## src/rtl/load_bins_sequencer.sv

```systemverilog
// Load_bins sequencer: decodes edge-triggered load/clear strobes from the
// software register word and drives a valid/ready write port into the
// channel-to-bin table. A load performs one write; a clear walks every
// channel writing bin 0. Commands arriving while busy are counted as drops.
module load_bins_sequencer #(
    parameter int CH_W  = 8,
    parameter int BIN_W = 12
) (
    input  logic             user_clk,
    input  logic             user_rst_n,
    input  logic [31:0]      user_data_in,
    output logic             bin_wr_valid,
    input  logic             bin_wr_ready,
    output logic [CH_W-1:0]  bin_wr_addr,
    output logic [BIN_W-1:0] bin_wr_data,
    output logic             busy,
    output logic [15:0]      load_count,
    output logic [7:0]       drop_count,
    output logic             clear_done
);

    typedef enum logic [1:0] {
        S_IDLE,
        S_WRITE,
        S_CLEAR
    } state_t;

    state_t r_state;
    state_t w_state_nxt;

    logic             r_prev_ld;
    logic             r_prev_clr;
    logic             w_ld_edge;
    logic             w_clr_edge;
    logic             w_hs;
    logic             w_last_addr;
    logic [1:0]       w_drop_inc;
    logic [8:0]       w_drop_sum;
    logic [CH_W-1:0]  w_cmd_ch;
    logic [BIN_W-1:0] w_cmd_bin;
    logic             w_unused;

    assign w_ld_edge   = user_data_in[31] & ~r_prev_ld;
    assign w_clr_edge  = user_data_in[30] & ~r_prev_clr;
    assign w_cmd_ch    = user_data_in[BIN_W+CH_W-1:BIN_W];
    assign w_cmd_bin   = user_data_in[BIN_W-1:0];
    assign w_hs        = bin_wr_valid & bin_wr_ready;
    assign w_last_addr = (bin_wr_addr == '1);
    assign w_drop_sum  = {1'b0, drop_count} + {7'd0, w_drop_inc};
    // Bits between the channel field and the strobes carry no meaning.
    assign w_unused    = ^user_data_in;

    // State register.
    always_ff @(posedge user_clk or negedge user_rst_n) begin
        if (!user_rst_n) begin
            r_state <= S_IDLE;
        end else begin
            r_state <= w_state_nxt;
        end
    end

    // Next-state decode and number of strobe edges to count as dropped.
    always_comb begin
        w_state_nxt = r_state;
        w_drop_inc  = 2'd0;
        case (r_state)
            S_IDLE: begin
                if (w_clr_edge) begin
                    // Clear has priority; a coincident load is discarded.
                    w_state_nxt = S_CLEAR;
                    w_drop_inc  = {1'b0, w_ld_edge};
                end else if (w_ld_edge) begin
                    w_state_nxt = S_WRITE;
                end
            end
            S_WRITE: begin
                w_drop_inc = {1'b0, w_ld_edge} + {1'b0, w_clr_edge};
                if (w_hs) begin
                    w_state_nxt = S_IDLE;
                end
            end
            S_CLEAR: begin
                w_drop_inc = {1'b0, w_ld_edge} + {1'b0, w_clr_edge};
                if (w_hs && w_last_addr) begin
                    w_state_nxt = S_IDLE;
                end
            end
            default: begin
                w_state_nxt = S_IDLE;
            end
        endcase
    end

    // Registered outputs: write port, counters, status and strobe history.
    always_ff @(posedge user_clk or negedge user_rst_n) begin
        if (!user_rst_n) begin
            r_prev_ld    <= 1'b1;
            r_prev_clr   <= 1'b1;
            bin_wr_valid <= 1'b0;
            bin_wr_addr  <= '0;
            bin_wr_data  <= '0;
            busy         <= 1'b0;
            load_count   <= '0;
            drop_count   <= '0;
            clear_done   <= 1'b0;
        end else begin
            r_prev_ld  <= user_data_in[31];
            r_prev_clr <= user_data_in[30];
            clear_done <= 1'b0;
            busy       <= (w_state_nxt != S_IDLE);
            drop_count <= w_drop_sum[8] ? 8'hFF : w_drop_sum[7:0];
            case (r_state)
                S_IDLE: begin
                    if (w_clr_edge) begin
                        bin_wr_valid <= 1'b1;
                        bin_wr_addr  <= '0;
                        bin_wr_data  <= '0;
                    end else if (w_ld_edge) begin
                        bin_wr_valid <= 1'b1;
                        bin_wr_addr  <= w_cmd_ch;
                        bin_wr_data  <= w_cmd_bin;
                    end
                end
                S_WRITE: begin
                    if (w_hs) begin
                        bin_wr_valid <= 1'b0;
                        load_count   <= load_count + 16'd1;
                    end
                end
                S_CLEAR: begin
                    if (w_hs) begin
                        if (w_last_addr) begin
                            bin_wr_valid <= 1'b0;
                            clear_done   <= 1'b1;
                        end else begin
                            bin_wr_addr <= bin_wr_addr + 1'b1;
                        end
                    end
                end
                default: begin
                    bin_wr_valid <= 1'b0;
                end
            endcase
        end
    end

endmodule

```

## config.mk

```make
export PLATFORM = sky130hd
export DESIGN_NAME = load_bins_sequencer
export DESIGN_NICKNAME = d
export VERILOG_FILES = /design/src/rtl/load_bins_sequencer.sv
export SDC_FILE = /design/constraint.sdc
export NUM_CORES = 1
export LEC_CHECK = 0
export CAP_MARGIN = 5
export CORE_MARGIN = 2
export CORE_UTILIZATION = 40
export DETAILED_ROUTE_END_ITERATION = 16
export PLACE_DENSITY = 0.83
export SETUP_SLACK_MARGIN = 0.3
export SLEW_MARGIN = 20
export SYNTH_ARGS = -nofsm -noshare
export SYNTH_HDL_FRONTEND = slang
export SYNTH_SLANG_ARGS = --single-unit
```

## constraint.sdc

```tcl
create_clock -name user_clk -period 3.4 [get_ports user_clk]
set_input_delay 0.85 -clock user_clk [delete_from_list [all_inputs] [get_ports user_clk]]
set_output_delay 0.85 -clock user_clk [all_outputs]
set_load 0.01 [all_outputs]
```

; Yosys cells after proc, flatten, opt, wreduce, memory -nomap -nowiden
; Cells that the tools add are included.
[totals]
elab_cells = 61
output_inout_bits = 47
regBits = 51
[classes]
n_eq_ne = 8
bitwise_logic = 5
muxes = 24
n_addsub = 4
n_reduce_logical = 10
[op_table]
columns = operator, n
row1 = $mux W8, 5
row2 = $mux W12, 2
row3 = $add A16 B1 Y16 const B, 1
row4 = $pmux W8 S2, 1
row5 = $add A8 B2 Y9, 1
row6 = $mux W1, 9
row7 = $add A8 B1 Y8 const B, 1
row8 = $eq A8 B8 Y1 const B, 1
row9 = $mux W2, 4
row10 = $ne A2 B2 Y1 const B, 4
row11 = $reduce_and A4 Y1, 2
row12 = $pmux W2 S3, 1
row13 = $reduce_bool A2 Y1, 3
row14 = $pmux W2 S2, 1
row15 = $reduce_and A2 Y1, 2
row16 = $and A1 B1 Y1, 3
row17 = $ne A3 B3 Y1 const B, 1
row18 = $pmux W1 S3, 1
row19 = $add A1 B1 Y2, 1
row20 = $eq A2 B1 Y1 const B, 1
row21 = $eq A2 B2 Y1 const B, 1
row22 = $logic_not A2 Y1, 1
row23 = $not A1 Y1, 2
row24 = $reduce_or A2 Y1, 1
row25 = $logic_and A1 B1 Y1, 1

; Longest topological paths before layout
[depth]
word_depth = 6
depth_mapped = 12

; Worst setup path after synthesis
; No wires, ideal clock.
[synth_path]
kind = input port to flip-flop
startpoint = in user_data_in[31]
endpoint = reg drop_count[2]
setup_slack_ns = 0.541
t_arrival_ns = 2.776
required_ns = 3.317
stages = 11
setup_time_ns = 0.083
n_path_buf = 0
cell_sequence = nor2b_1 > inv_1 > ha_1 > a32oi_1 > nor2_1 > ha_1 > inv_1 > fa_1 > nor2b_1 > nand4_1 > o21ai_0
[synth_between]
elab_chain_cells = 5
word_cells_on_any_way = 6
cone_classes = add/sub (2) / mux (3) / bitwise (1)
[synth_rtl]
columns = item, line_no
row1 = "start, declared", 11  ; input logic [31:0] user_data_in,
row2 = $and A1 B1 Y1 (*), 43  ; assign w_ld_edge = user_data_in[31] & ~r_prev_ld;
row3 = $add A1 B1 Y2 or $mux W1 (tied branches), "77, 83, 68"
row4 = $pmux W2 S2 (*), 66  ; case (r_state)
row5 = $add A8 B2 Y9 (*), 49  ; assign w_drop_sum = {1'b0, drop_count} + {7'd0, w_drop_inc};
row6 = $mux W8 (*), 111  ; drop_count <= w_drop_sum[8] ? 8'hFF : w_drop_sum[7:0];
row7 = "end signal, assigned", 111
row8 = "end, declared", 18  ; output logic [7:0] drop_count,
; Mark *: on every way between the ends. The rest lies on a longest branch, timed or not.
; A chain may end at the register's enable or synchronous reset.

; Worst setup path after layout
[layout_path]
startpoint = in user_data_in[30]
endpoint = reg drop_count[4]
[layout_between]
elab_chain_cells = 5
word_cells_on_any_way = 6
cone_classes = add/sub (2) / mux (3) / bitwise (1)
[layout_rtl]
columns = item, line_no
row1 = $and A1 B1 Y1 (*), 44  ; assign w_clr_edge = user_data_in[30] & ~r_prev_clr;
row2 = $add A1 B1 Y2 or $mux W1 (tied branches), "77, 83, 68"
row3 = $pmux W2 S2 (*), 66
row4 = $add A8 B2 Y9 (*), 49
row5 = $mux W8 (*), 111
; Marked as above.

==> results by group <==
Logic synthesis
  • Yosys cell types: 58
  • Syn Nets: approximately 280
  • Mapped Cells: between 200 and 250
  • Seq/Total Area, Yosys: 0.494
  • Top_reg_cell synth: dfrtp_1
  • Syn_area_per_cell: 11.1 um2
  • Synth warn: 0
  • Area of the mapped netlist: approximately 0.0026 mm2
  • FF+latch count, synth: 51
  • Post-synth EDFFs: 0
  • Asr flop ratio synth: 1.00

Worst hold path
  • Worst min path class: reg2reg

STA
  • Final setup viols: 0
  • Setup TNS: 0 ps
  • Period utilization: 0.841
  • Clk_skew: 11.5 ps
  • RSZ-0062 raised after global routing: false
  • Slew HR: 0.572
  • Final-report hold violation count: 0
  • Worst slew pin tran: approximately 640 ps
  • Final period demand of the worst path: approximately 2900 ps
  • Fmax: around 350 MHz
  • Max-slew violations: 0

Power and ir drop
  • P_leak: 1.60 nW
  • Max VDD drop: 0.392 mV
  • Power per cell area: between 700 and 800 mW/mm2

Final layout
  • FF+latch area: between 0.001 and 0.0015 mm2
  • Multi-input logic area: 0.00123 mm2
  • Area grow syn2layout: 36.3%
  • Design Area, Final: between 0.003 and 0.004 mm2
  • Layout cells sized above 1: 0.131
  • Nets: 356
  • Most common cell after layout, fill and taps aside: clkdlybuf4s50_1
  • Most frequent cells in the layout: clkdlybuf4s50_1, dfrtp_1, nand2_1, a22o_1, nor2_1
  • Ant. Diodes: 0
  • Fillers: 567

Floorplanning
  • Area of the die: ~0.007 mm2
  • Initial core utilization: 0.410
  • Chip width: 84.5 um
  • I/O pins: 82
  • Die Y: roughly 84 um
  • Core ar.: ~0.0063 mm2
  • Num rows: 29

Critical path
  • Crit path required time: between 3000 and 4000 ps
  • CP arrival: about 3100 ps
  • CP most frequent cell: ha_1
  • Crit path kind: in2reg
  • Worst Setup End Kind: register
  • CP cell instances: clkdlybuf4s50_1 -> nor2b_2 -> inv_2 -> ha_1 -> a32oi_1 -> nor2_1 -> ha_1 -> inv_1 -> fa_2 -> nor2b_4 -> nand4_1 -> buf_4 -> o21ai_0
  • Crit-path slowest cell: clkdlybuf4s50_1
  • CP startpoint kind: input port
  • Crit path max fanout: 6
  • CP max stage delay: 470 ps
  • Buffers and inverters on the worst path: 4
  • CP top delay family: adder cells

Route
  • 1st-pass router iterations: 4
  • Routed WL: about 5800 um
  • DR vias/cell: 5.48
  • DRC errors left: 0
  • Vias: 2,131
  • Antenna Violating Nets Remaining: 0
  • DRT iter0 DRCs: 64
  • Avg WL per Cell: between 10 and 15 um

GRT
  • Total track usage: 0.167
  • Gr ovfl total: 0
  • Vias in the first global route: 2,096
  • Initial antenna violation count: 0
  • Largest net degree at the start of global routing: 51
  • First-pass GRT wire length: around 9900 um

Run
  • Max_cap viols: 0

CTS
  • Clock latency on the worst-skew pair: approximately 300 ps
  • Clk pin slew, worst setup/hold paths: around 90 ps
  • CTS tree: built
  • CTS root buf: clkbuf_8
  • H-Tree Level Count: 2
  • Cts bufs inserted: 5
  • CTS Buffer Depth: 2
  • Clock sink count: ~50

Run status
  • Run status: complete, no violations

Placed design
  • Buffers on Ports: 71
  • DPL Wire Length: between 4000 and 5000 um
  • DP Area: 0.00339 mm2
  • RePlAce Congestion: 0.808
## layout make-up
cell class,count,share of cell area
inverter,10,0.0106
clock buffer,6,0.0234
clock inverter,2,0.00993
sequential,51,0.362
timing repair buffer,79,0.218
tap,77,0.0273
multi-input combinational,164,0.349
## flip-flops by register name, indices dropped and copies added, names as in the netlist
name / count
r_prev_ld: 1
r_state: 2
r_prev_clr: 1
bin_wr_data: 12
load_count: 16
bin_wr_addr: 8
clear_done: 1
busy: 1
drop_count: 8
bin_wr_valid: 1
## stage by stage
stage          hold WS, ps  cells   util  setup slack [ps]  power (W)
2_1_floorplan          507    233      -               541    0.00160
3_3_place_gp           462    380  0.536              10.6    0.00207
3_5_place_dp           475    380  0.536              -140    0.00210
4_1_cts                488    389  0.556               324    0.00256
5_1_grt                508    389  0.559               367    0.00272
6_report               485    389  0.559               539    0.00255
## per-layer routing
| layer | global-route usage | vias up | wire length [um] |
|---|---|---|---|
| li1 | - | 1007 | - |
| met1 | 0.216 | 1034 | 2520 |
| met2 | 0.285 | 86 | 2790 |
| met3 | 0.0452 | 4 | 436 |
| met4 | 0.0346 | 0 | 36 |
| met5 | 0 | - | 0 |
## kinds of logic (layout without fill, tap and decap cells)
logic type,count (synthesis),count (layout),share of synthesized area
adders and majority gates,10,10,0.0512
buffers and inverters,18,97,0.0367
and+or+nand+nor,81,81,0.186
AOI/OAI and AO/OA,52,52,0.155
muxes,4,4,0.0198
xor gates and xnor gates,17,17,0.0575
DFF,51,51,0.494
## power by group
part | switching (W) | internal, W
Clock | 0.000200 | 0.000238
Sequential | 0.000194 | 0.000788
Combinational | 0.000507 | 0.000619
Total | 0.000902 | 0.00165
## cells in the mapped netlist (all sizes together), types with 3 or more instances
library cell,instances,area share
dfrtp,49,0.47
nand2,18,0.026
a22o,12,0.041
nor2,11,0.016
inv,10,0.014
xor2,10,0.034
ha,9,0.043
a21oi,8,0.015
and3,8,0.020
nand3,8,0.019
nor3,7,0.014
o21ai,7,0.018
xnor2,7,0.024
a31oi,6,0.014
and4,6,0.020
buf,6,0.019
nand4,6,0.017
nor2b,5,0.012
and2,3,0.0087
mux2,3,0.016
nand2b,3,0.0072
o22a,3,0.011
## timing repair
| item | CTS | global route |
|---|---|---|
| endpoints found under the setup margin | 6 | 8 |
| hold buffers | 0 | 0 |
| gates resized for setup | 0 | 5 |
| setup buffers | 1 | 0 |
| pin swaps | 1 | 0 |
## worst paths after layout
path                       slack, ps  cells after the start             start              to
setup / recovery                 540                     13  user_data_in[30]   drop_count[4]
hold / removal                   490                      1    load_count[15]  load_count[15]
setup reg to reg                 940                     11        r_state[1]   drop_count[4]
hold reg to reg                  490                      1    load_count[15]  load_count[15]
max in group asynchronous       2250                      2        user_rst_n       r_prev_ld
min in group asynchronous        550                      1        user_rst_n  bin_wr_addr[1]
(Power assumes the default switching activity.)
